<file path="config.mk">
export PLATFORM = sky130hd
export DESIGN_NAME = i2c_init_sequencer
export DESIGN_NICKNAME = d
export VERILOG_FILES = /design/src/rtl/i2c_pkg.sv /design/src/rtl/i2c_init_rom.sv /design/src/rtl/i2c_init_sequencer.sv
export SDC_FILE = /design/constraint.sdc
export NUM_CORES = 1
export LEC_CHECK = 0
export ABC_CLOCK_PERIOD_IN_PS = 2200
export CAP_MARGIN = 5
export CORE_MARGIN = 2
export CORE_UTILIZATION = 25
export CTS_CLUSTER_DIAMETER = 50
export DETAILED_ROUTE_END_ITERATION = 16
export DONT_BUFFER_PORTS = 1
export GPL_TIMING_DRIVEN = 0
export SETUP_SLACK_MARGIN = 0.2
export SLEW_MARGIN = 25
export SYNTH_ARGS = -nofsm -noshare
export SYNTH_HDL_FRONTEND = slang
export SYNTH_HIERARCHICAL = 1
export SYNTH_SLANG_ARGS = --single-unit
</file>
<file path="constraint.sdc">
create_clock -name clk_in -period 2.2 [get_ports clk_in]
set_clock_uncertainty 0.05 [all_clocks]
set_input_delay 0.44 -clock clk_in [delete_from_list [all_inputs] [get_ports clk_in]]
set_output_delay 0.44 -clock clk_in [all_outputs]
set_load 0.01 [all_outputs]
</file>
<file path="src/rtl/i2c_pkg.sv">
// Shared definitions for the I2C init sequencer: FSM states, table-entry layout, helpers.
package i2c_pkg;

    typedef enum logic [2:0] {
        IDLE,
        FETCH,
        ISSUE,
        WAIT_ACK,
        WAIT_DONE,
        GAP,
        DONE,
        ERROR
    } seq_state_t;

    // A table row of all ones terminates the write list.
    localparam logic [15:0] END_MARKER = 16'hFFFF;

    // Entry layout: {reg_addr, data}.
    localparam int REG_MSB  = 15;
    localparam int REG_LSB  = 8;
    localparam int DATA_MSB = 7;
    localparam int DATA_LSB = 0;

    function automatic logic [7:0] entry_reg(input logic [15:0] entry);
        return entry[REG_MSB:REG_LSB];
    endfunction

    function automatic logic [7:0] entry_data(input logic [15:0] entry);
        return entry[DATA_MSB:DATA_LSB];
    endfunction

    function automatic int max_int(input int a, input int b);
        return (a > b) ? a : b;
    endfunction

endpackage

</file>
<file path="src/rtl/i2c_init_rom.sv">
// Register-write table: NUM_ENTRIES x 16 lookup with a registered output.
// Rows outside the table read back as the end marker.
module i2c_init_rom
    import i2c_pkg::*;
#(
    parameter int                          NUM_ENTRIES = 16,
    parameter int                          AW          = 5,
    parameter logic [NUM_ENTRIES*16-1:0]   TABLE       = '1
) (
    input  logic          clk_in,
    input  logic [AW-1:0] addr,
    output logic [15:0]   entry
);

    logic [15:0] entry_d;

    // Case-table decode of the addressed row; unmatched addresses give the end marker.
    always_comb begin
        entry_d = END_MARKER;
        for (int i = 0; i < NUM_ENTRIES; i++) begin
            if (addr == AW'(i)) begin
                entry_d = TABLE[i*16 +: 16];
            end
        end
    end

    // Registered ROM output, one cycle after the address.
    always_ff @(posedge clk_in) begin
        entry <= entry_d;
    end

endmodule

</file>
<file path="src/rtl/i2c_init_sequencer.sv">
// Walks a register-write table and feeds each entry to an i2c_controller.
// Holds start until the slow controller drops ready, waits for ready to return,
// inserts a gap between writes, and reports done or a handshake timeout.
module i2c_init_sequencer
    import i2c_pkg::*;
#(
    parameter logic [7:0]                DEV_ADDR       = 8'h42,
    parameter int                        NUM_ENTRIES    = 16,
    parameter int                        GAP_CYCLES     = 50000,
    parameter int                        TIMEOUT_CYCLES = 2000000,
    parameter logic [NUM_ENTRIES*16-1:0] INIT_TABLE     =
        {{(NUM_ENTRIES-2){END_MARKER}}, 16'h1101, 16'h1280},
    localparam int                       IW             = $clog2(NUM_ENTRIES + 1)
) (
    input  logic          clk_in,
    input  logic          reset_in,
    input  logic          go,
    input  logic          i2c_ready,
    output logic          i2c_start,
    output logic [7:0]    i2c_dev_addr,
    output logic [7:0]    i2c_reg_addr,
    output logic [7:0]    i2c_data,
    output logic          busy,
    output logic          done,
    output logic          error,
    output logic [IW-1:0] entry_idx
);

    localparam int            TW           = $clog2(max_int(GAP_CYCLES, TIMEOUT_CYCLES) + 1);
    localparam logic [TW-1:0] TIMER_MAX    = '1;
    localparam logic [TW-1:0] GAP_LAST     = TW'(GAP_CYCLES - 1);
    localparam logic [TW-1:0] TIMEOUT_LAST = TW'(TIMEOUT_CYCLES - 1);
    localparam logic [IW-1:0] IDX_END      = IW'(NUM_ENTRIES);

    seq_state_t    state_q;
    seq_state_t    state_d;
    logic [IW-1:0] idx_q;
    logic [IW-1:0] idx_d;
    logic [TW-1:0] timer_q;
    logic          timer_clr;
    logic          timeout;
    logic          load_entry;
    logic [7:0]    reg_q;
    logic [7:0]    data_q;
    logic          rdy_meta_p0;
    logic          rdy_s;
    logic [15:0]   rom_entry;

    // The ROM is addressed with the next index so the row is ready during FETCH.
    i2c_init_rom #(
        .NUM_ENTRIES (NUM_ENTRIES),
        .AW          (IW),
        .TABLE       (INIT_TABLE)
    ) u_rom (
        .clk_in (clk_in),
        .addr   (idx_d),
        .entry  (rom_entry)
    );

    // Two-flop synchroniser for ready coming from the controller's slow clock domain.
    always_ff @(posedge clk_in) begin
        if (!reset_in) begin
            rdy_meta_p0 <= 1'b0;
            rdy_s       <= 1'b0;
        end else begin
            rdy_meta_p0 <= i2c_ready;
            rdy_s       <= rdy_meta_p0;
        end
    end

    assign timeout = (timer_q >= TIMEOUT_LAST);

    // Next-state logic: table walk, handshake with the controller, gap and timeout.
    always_comb begin
        state_d    = state_q;
        idx_d      = idx_q;
        timer_clr  = 1'b0;
        load_entry = 1'b0;
        case (state_q)
            IDLE, DONE, ERROR: begin
                if (go) begin
                    state_d = FETCH;
                    idx_d   = '0;
                end
            end
            FETCH: begin
                if (rom_entry == END_MARKER || idx_q == IDX_END) begin
                    state_d = DONE;
                end else begin
                    state_d    = ISSUE;
                    load_entry = 1'b1;
                    timer_clr  = 1'b1;
                end
            end
            ISSUE: begin
                if (rdy_s) begin
                    state_d   = WAIT_ACK;
                    timer_clr = 1'b1;
                end else if (timeout) begin
                    state_d = ERROR;
                end
            end
            WAIT_ACK: begin
                // Start stays high until the controller visibly goes busy.
                if (!rdy_s) begin
                    state_d   = WAIT_DONE;
                    timer_clr = 1'b1;
                end else if (timeout) begin
                    state_d = ERROR;
                end
            end
            WAIT_DONE: begin
                if (rdy_s) begin
                    state_d   = GAP;
                    timer_clr = 1'b1;
                end else if (timeout) begin
                    state_d = ERROR;
                end
            end
            GAP: begin
                if (timer_q == GAP_LAST) begin
                    state_d = FETCH;
                    idx_d   = idx_q + IW'(1);
                end
            end
            default: state_d = IDLE;
        endcase
    end

    // State and table index registers.
    always_ff @(posedge clk_in) begin
        if (!reset_in) begin
            state_q <= IDLE;
            idx_q   <= '0;
        end else begin
            state_q <= state_d;
            idx_q   <= idx_d;
        end
    end

    // Shared gap/timeout timer; saturates instead of wrapping.
    always_ff @(posedge clk_in) begin
        if (!reset_in) begin
            timer_q <= '0;
        end else if (timer_clr) begin
            timer_q <= '0;
        end else if (timer_q != TIMER_MAX) begin
            timer_q <= timer_q + TW'(1);
        end
    end

    // Entry fields are captured only in FETCH and held through the whole handshake.
    always_ff @(posedge clk_in) begin
        if (!reset_in) begin
            reg_q  <= '0;
            data_q <= '0;
        end else if (load_entry) begin
            reg_q  <= entry_reg(rom_entry);
            data_q <= entry_data(rom_entry);
        end
    end

    assign i2c_start    = (state_q == WAIT_ACK);
    assign i2c_dev_addr = DEV_ADDR;
    assign i2c_reg_addr = reg_q;
    assign i2c_data     = data_q;
    assign busy         = state_q inside {FETCH, ISSUE, WAIT_ACK, WAIT_DONE, GAP};
    assign done         = (state_q == DONE);
    assign error        = (state_q == ERROR);
    assign entry_idx    = idx_q;

endmodule
</file>
# ---- After elaboration in Yosys (flattened, before gate mapping)
# Cells that the tools add are included.
dict set report totals {
  register_bits 63
  latchBits 0
  ram_bits 0
  rom_bits 0
  in_bits 4
  output_inout_bits 33
  word_cells 69
  n_memories 0
}
dict set report op_classes {
  addsub 2
  mul 0
  div 0
  n_lt_le_gt_ge 1
  n_eq_ne 28
  shifts 0
  n_mux 18
  n_bitwise 1
  n_reduce_logical 10
}
# operator count
set ops {}
lappend ops {{5-bit by 4-bit == test with 1-bit output (second input constant)} 8}
lappend ops {{16-bit 2-to-1 mux} 2}
lappend ops {{21-bit by 1-bit adder with 21-bit output (second input constant)} 1}
lappend ops {{21-bit by 16-bit == test with 1-bit output (second input constant)} 1}
lappend ops {{21-bit >= comparator (second input constant)} 1}
lappend ops {{3-bit 2-to-1 mux} 7}
lappend ops {{21-bit != test (second input constant)} 1}
lappend ops {{5-bit by 3-bit == test with 1-bit output (second input constant)} 4}
lappend ops {{3-bit one-hot mux with 6 select lines} 1}
lappend ops {{16-bit == test (second input constant)} 1}
lappend ops {{15-bit OR reduction} 1}
lappend ops {{14-bit OR reduction} 1}
lappend ops {{3-bit == test (second input constant)} 4}
lappend ops {{5-bit by 2-bit == test with 1-bit output (second input constant)} 2}
lappend ops {{5-bit 2-to-1 mux} 2}
lappend ops {{5-bit one-hot mux with 2 select lines} 1}
lappend ops {{3-bit by 2-bit == test with 1-bit output (second input constant)} 2}
lappend ops {{5-bit by 1-bit adder with 5-bit output (second input constant)} 1}
lappend ops {{5-bit by 1-bit == test with 1-bit output (second input constant)} 1}
lappend ops {{5-bit == test (second input constant)} 1}
lappend ops {{5-bit logical NOT} 1}
lappend ops {{5-bit nonzero test} 1}
lappend ops {{1-bit 2-to-1 mux} 4}
lappend ops {{2-bit != test (second input constant)} 2}
lappend ops {{8 further kinds} 9}

# ---- Logic depth before layout (Yosys ltp)
# Gate-level depths: netlist of the first run.
dict set report logic_depth {
  word_depth 6
  mapped_depth 9
  ltp_nobuf 8
}

# ---- Modules after synthesis
# Netlist of the first run, hierarchy kept.
# mod n_inst cells_per_inst area_each_um2 seq_area_each_um2
set by_module_without_submodules {}
lappend by_module_without_submodules {i2c_init_sequencer 1 303 2511.2 940.9}
lappend by_module_without_submodules {i2c_init_rom 1 21 187.7 60.1}

# ---- Worst setup path before layout of the first run
# Ideal clock, no wire load.
dict set report synth_timing {
  path_kind {flip-flop to flip-flop}
  start {reg timer_q[0]}
  end {reg u_rom.entry[0]}
  setup_time_ps 126
  arrival_time_ps 2192
  t_required_ps 2024
  setup_slack_ps -167
  stages_incl_launch_ff 9
  n_path_buf 0
  synth_period_minus_slack_ps 2367
  path_cell_list {dfxtp_1 > ha_1 > and3_1 > nand4_1 > or2_2 > o211a_1 > or3_1 > nor4_2 > nand2b_1}
}
dict set report synth_between {
  elab_chain_cells 5
  word_cells_on_any_way 21
  classes_between {16 x eq/ne; 3 x mux; 2 x reduce/logical}
}
# item line_no
set synth_rtl {}
lappend synth_rtl {{start: declaration} i2c_init_sequencer.sv:39} ;# logic [TW-1:0] timer_q;
lappend synth_rtl {{start signal: assignment} i2c_init_sequencer.sv:148} ;# timer_q <= timer_q + TW'(1);
lappend synth_rtl {{21-bit by 16-bit == test with 1-bit output *} i2c_init_sequencer.sv:121} ;# if (timer_q == GAP_LAST) begin
lappend synth_rtl {{5-bit 2-to-1 mux *} i2c_init_sequencer.sv:121}
lappend synth_rtl {{5-bit one-hot mux with 2 select lines *} i2c_init_sequencer.sv:79} ;# case (state_q)
lappend synth_rtl {{net idx_d[3]} i2c_init_sequencer.sv:38} ;# logic [IW-1:0] idx_d;
lappend synth_rtl {{5-bit by 4-bit == test with 1-bit output (tied with other cells)} i2c_init_rom.sv:21} ;# if (addr == AW'(i)) begin
lappend synth_rtl {{15-bit OR reduction (no source line) / 16-bit 2-to-1 mux (equally long branches)} --}
lappend synth_rtl {{end signal: assignment} i2c_init_rom.sv:29} ;# entry <= entry_d;
lappend synth_rtl {{end: declaration} i2c_init_rom.sv:12} ;# output logic [15:0] entry
# The timed path passes the listed nets; every way through them passes the cells marked *.
# A chain may end at the register's enable or synchronous reset.

# ---- Worst setup path after layout of the first run
dict set report layout_timing {
  start {reg timer_q[0]}
  end {reg u_rom.entry[9]}
}
dict set report layout_between {
  elab_chain_cells 5
  word_cells_on_any_way 20
  classes_between {16 x eq/ne; 3 x mux; 1 x reduce/logical}
}
# item line_no
set layout_rtl {}
lappend layout_rtl {{21-bit by 16-bit == test with 1-bit output *} i2c_init_sequencer.sv:121}
lappend layout_rtl {{5-bit 2-to-1 mux *} i2c_init_sequencer.sv:121}
lappend layout_rtl {{5-bit one-hot mux with 2 select lines *} i2c_init_sequencer.sv:79}
lappend layout_rtl {{net idx_d[2]} i2c_init_sequencer.sv:38}
lappend layout_rtl {{5-bit by 4-bit == test with 1-bit output (tied with other cells)} i2c_init_rom.sv:21}
lappend layout_rtl {{14-bit OR reduction (no source line) / 16-bit 2-to-1 mux (equally long branches)} --}
# Marked as above.

==> impl_metrics.yaml, run 1 <==
status:
  status: "finished with violations"
  violations: "negative setup slack"
clock_network:
  clockBufferDepth: 2
  cts_made_buffers: 5
  insertion_delay_ns: 0.30
  clock-sinks: 50
  clk_pin_slew_ns: 0.10
  cts_hold_buf: 0
  cts_tree: "done"
  root_buffer: "clkbuf_8"
  h-tree-depth: 2
place:
  portBuffers: 0
  dpl_cell_area_mm2: 0.00293
  place.gp.congestion: 0.767
  place.detailed.hpwl_um: 4610
  pre_cts_slack_ns: -0.245
die:
  io_pins: 37
  rows: 37
  initial_core_util_pct: 25.9
  coreArea_mm2: 0.0104
  die_width_um: 108
  fp.dieH_um: 108
  die_area_mm2: 0.0116
power_and_ir_drop:
  finalPower_mw: 1.73
  swShare_pct: 23.6
  p_sw_mw: 0.410
  power_density_mw_per_mm2: 523
  pwr-share-clk_pct: 37.8
  power.internal_mw: 1.32
  p_seq_share_pct: 53.6
  comb_power_share_pct: 8.6
  ir_worst_vdd_uv: 257
  p_leak_nw: 1.21
critical_path:
  slowest_delay_ns: 0.39
  startpoint_type: "flop"
  cp_data_arrival_time_ns: 2.36
  crit_fanout: 4
  cp_num_cells: 8
  r2r_slack_ns: -0.009
  end_kind: "flop"
  path_class: "reg -> reg"
  critPathTopFamily: "simple AND/OR/NAND/NOR gates"
  path_buf_inv: 0
  r2r-start: "timer_q[0]"
  worst_path_max_delay_cell: "or3_4"
  r2r_end: "u_rom/entry[9]"
  setup.worst_path.start: "timer_q[0]"
  endpoint: "u_rom/entry[9]"
  worstPathRequired_ns: 2.35
  cp_cell_sequence: "ha_4 -> and3_4 -> nand4_1 -> or2_4 -> mux2i_1 -> or3_4 -> nor4_4 -> nand2_1"
  reg2reg_depth: 8
logic_synthesis:
  syn_area_mm2: 0.00270
  synth_top_area_cell: "dfxtp_1"
  yosysTopAreaCellShare_pct: 37.1
  ys_seq_area_share_pct: 37.1
  avgSynthCellArea_um2: 8.33
  synth_edf_count: 0
  syn_inst: 324
  synthFlopType: "dfxtp_1"
  ys_types: 56
  ys_ff_latch: 50
  synth_warnings: 6
  ys_top_cells_by_area: "dfxtp_1, mux2i_1, nor2_1"
  yosysMostFrequentCell: "dfxtp_1"
  async_reset_ff_share_pct: 0
  yosys-top-cells-count: "dfxtp_1, nor2_1, buf_4, mux2i_1, nand2_1"
global_routing:
  grt.overflow.total: 0
  track_usage_pct: 11.2
  grt_pass1_vias: 2204
  antenna_found_initial: 0
  grt_max_degree: 16
  grt_pass1_wl_um: 10700
routing:
  drcViolationCount: 0
  drt-total-wl_um: 6270
  first_pass_iters: 4
  viasPerCell: 4.73
  final_antenna_net_count: 0
  drt_iter0_drc: 133
  vias: 2295
  wl_per_cell_um: 12.9
sta:
  slew_violations: 0
  finalCritPeriodShare_pct: 100
  finalWorstSetupSlack_ns: -0.00880
  hold_violations: 0
  fmax_ghz: 0.453
  slew-limit-headroom_pct: 63.1
  min_period_ns: 2.21
  setup_viol: 2
  worstMarginPinSlew_ns: 0.550
  rsz0062_at_grt: "true"
layout:
  finish.instance_area_mm2: 0.00331
  top_register: "timer_q"
  nets: 355
  syn_to_final_growth_pct: 22.8
  fillerInstances: 1082
  drive_above_1_share_pct: 26.6
  antenna_cells: 0
  largest_reg_flops: 21
hold_path:
  hold_path_class: "in -> reg"
run:
  drv_cap: 0
## cells in the final DEF (no fill, tap or decap), types with 5 or more instances in the layout
master,n
nor2_1,46
dfxtp_1,31
buf_4,30
mux2i_1,18
nand2_1,15
dfxtp_2,15
inv_1,10
a21oi_1,10
nand4_1,10
nand3_1,9
nor3_1,9
xor2_1,9
conb_1,9
and2_1,8
o21ai_0,7
buf_6,5
clkbuf_8,5
## cells by family after synthesis
logic type               count (synthesis)  synth area share (%)
AND/OR/NAND/NOR                        139                  26.8
AO/OA/AOI/OAI                           53                  14.0
flip-flops                              50                  37.1
buffers and inverters                   46                  9.64
multiplexers                            19                  7.09
XOR/XNOR                                11                  3.57
adder cells (fa/ha/maj)                  3                  1.39
other                                    3                 0.417
## layer usage
layer	wire length, um	GRT usage (%)
met3	344	3.03
met5	0	0
met4	22	1.83
met1	2870	14.4
met2	3030	19.2
## per-stage QoR
stage | setup TNS, ns | util, % | cells | hold slack (ns)
2_1_floorplan | 0 | - | 330 | 0.362
6_report | -0.0144 | 31.8 | 485 | 0.211
3_3_place_gp | -4.88 | 28.1 | 466 | 0.365
5_1_grt | -0.493 | 31.8 | 485 | 0.190
3_5_place_dp | -6.29 | 28.1 | 466 | 0.375
4_1_cts | -0.144 | 31.0 | 483 | 0.199
## final cells by class
class	count	area (um2)	area share, %
flip-flops and latches	50	1030	31.2
repair buffers	11	82.6	2.49
multi-input cells	234	1590	48.0
inverters	11	41.3	1.25
clock buffers	6	72.6	2.19
clock inverters	2	37.5	1.13
well taps	136	170	5.14
plain buffers	35	284	8.57
## power by group through the flow
stage | clock [mW] | sequential (mW) | combinational [mW]
6_report | 0.656 | 0.929 | 0.149
5_1_grt | 0.720 | 0.932 | 0.167
4_1_cts | 0.680 | 0.931 | 0.143
3_5_place_dp | 0 | 0.957 | 0.119
3_3_place_gp | 0 | 0.955 | 0.115
2_1_floorplan | 0 | 0.953 | 0.0966
## worst min path at each step
stage	start	end	cells past startpoint
2_1_floorplan	rdy_meta_p0	rdy_s	1
3_3_place_gp	rdy_meta_p0	rdy_s	1
3_5_place_dp	rdy_meta_p0	rdy_s	1
4_1_cts	i2c_ready	rdy_meta_p0	1
5_1_grt	i2c_ready	rdy_meta_p0	1
6_report	i2c_ready	rdy_meta_p0	1
## timing repair
item	CTS	global route
setup buffers	9	2
endpoints found under the setup margin	48	51
resized for setup	41	27
pin swaps	9	6
No activity file was read; power rests on OpenSTA's default activity.
==> inputs of run 2 (changes only) <==
CORE_UTILIZATION = 55   (was 25)
HOLD_SLACK_MARGIN = 0.08   (was default)
PLACE_DENSITY = 0.73   (was default)
==> run 2 against run 1 <==
  * Cell area increased by 6.0%
  * Critical path depth fell by 1
  * Routed wire length is 2.7% higher
  * Clock-buffer cell count down 1
  * Total power decreased by 2.5%
  * The run still ends with negative setup slack left
==> impl_metrics.yaml, run 2 (synthesis gave the netlist of run 1 again) <==
status:
  status: "finished with violations"
  violations: "negative setup slack"
routing:
  drt_iter0_drc: 179
  viasPerCell: 5.64
  drt-total-wl_um: 6440
  vias: 2414
  drcViolationCount: 0
  wl_per_cell_um: 15.1
  final_antenna_net_count: 0
  first_pass_iters: 5
clock_network:
  cts_tree: "done"
  clock-sinks: 50
  root_buffer: "clkbuf_8"
  insertion_delay_ns: 0.31
  h-tree-depth: 2
  clk_pin_slew_ns: 0.10
  clockBufferDepth: 2
  cts_hold_buf: 0
  cts_made_buffers: 5
sta:
  setup_viol: 1
  min_period_ns: 2.21
  slew-limit-headroom_pct: 58.6
  fin_hold_ws_ns: 0.206
  slew_violations: 0
  setup_tns_ns: -0.0118
  fmax_ghz: 0.452
  finalCritPeriodShare_pct: 101
  rsz0062_at_grt: "true"
  hold_violations: 0
  finalWorstSetupSlack_ns: -0.0118
  worstMarginPinSlew_ns: 0.619
critical_path:
  slowest_delay_ns: 0.38
  startpoint_type: "flop"
  worst_path_max_delay_cell: "dfxtp_1"
  r2r-start: "timer_q[7]"
  cp_common_cell: "nand2_1"
  r2r_slack_ns: -0.01
  crit_fanout: 5
  end_kind: "flop"
  setup.worst_path.start: "timer_q[7]"
  worstPathRequired_ns: 2.35
  cp_cell_sequence: "nor4b_1 -> nand2_1 -> or2_4 -> o211a_1 -> or3_4 -> nor4_4 -> nand2_1"
  cp_data_arrival_time_ns: 2.36
  path_class: "reg -> reg"
place:
  portBuffers: 0
  place.gp.congestion: 0.927
  placed_cells: 397
  place.detailed.hpwl_um: 3950
global_routing:
  track_usage_pct: 21.5
  grt_max_degree: 19
  grt_pass1_wl_um: 9290
  grt_pass1_vias: 2106
  grt.overflow.total: 0
  antenna_found_initial: 0
power_and_ir_drop:
  power_density_mw_per_mm2: 481
  ir_worst_vdd_uv: 268
  p_leak_nw: 1.30
die:
  die_area_mm2: 0.00548
  rows: 25
  initial_core_util_pct: 57.1
  coreArea_mm2: 0.00472
  die_width_um: 74.1
  fp.dieH_um: 74.1
  io_pins: 37
hold_path:
  hp-start: "i2c_ready"
  hold_path_class: "in -> reg"
run:
  drv_cap: 0
layout:
  layout.cells.non_filler: 428
  largest_reg_flops: 21
  syn_to_final_growth_pct: 30.1
  top_register: "timer_q"
  antenna_cells: 0
  mostFrequentLayoutCells: "nor2_1, buf_4, dfxtp_1"
  nets: 367
  final_common_cell: "nor2_1"
  drive_above_1_share_pct: 33.2
-- run 2: report_power, final --
group | internal, mW | switching (mW)
logic | 0.0906 | 0.0946
registers | 0.914 | 0.0152
clock network | 0.238 | 0.337
-- run 2: stage by stage --
step                area [um2]  power (mW)  setup slack [ns]  utilization [%]
finish                    3510        1.69           -0.0118             74.3
global route              3510        1.75            -0.106             74.3
CTS                       3160        1.66          -0.00269             67.0
detailed placement        2840        1.07            -0.415             60.2
global placement          2840        1.07            -0.352             60.2
floorplan                 2760        1.05            0.0953                -
-- run 2: final timing paths --
| path | to | cells after the start |
|---|---|---|
| worst max-delay path | u_rom/entry[9] | 7 |
| worst max register to register | u_rom/entry[9] | 7 |
| worst min-delay path | rdy_meta_p0 | 1 |
| worst min register to register | rdy_s | 1 |
-- run 2: worst max-delay path, delay by kind of cell (launching register included) --
family,cells,cell delay [ns]
AOI/OAI and AO/OA,1,0.23
DFF,1,0.38
and+or+nand+nor,6,1.45
-- run 2: cell type report --
type                    instances  area [um2]
multi-input cells             234        1730
fillers                       333        1210
flip-flops and latches         50        1030
plain buffers                  35         282
repair buffers                 23         244
well taps                      67        83.8
clock buffers                   5        68.8
inverters                      11        41.3
clock inverters                 3        28.8
-- run 2: metal layers --
| metal | vias up | GRT usage, % | part of all wire [%] |
|---|---|---|---|
| met5 | - | 0 | 0 |
| met4 | 0 | 7.27 | 1.0 |
| met3 | 8 | 4.34 | 4.4 |
| met2 | 59 | 35.5 | 49 |
| met1 | 1149 | 28.0 | 46 |
| li1 | 1198 | - | - |
-- run 2: what timing repair did --
action                                  in CTS  in global routing
setup buffers                                9                 12
gates resized for setup                     46                 51
endpoints found under the setup margin      47                 42
gates cloned                                 0                  2
pin swaps                                    6                 17
==> inputs of run 3 (changes only) <==
CAP_MARGIN = 10   (was 5)
SLEW_MARGIN = default   (was 25)
==> results of run 3 <==
Final layout, timing and power as in run 2 (identical DEF).
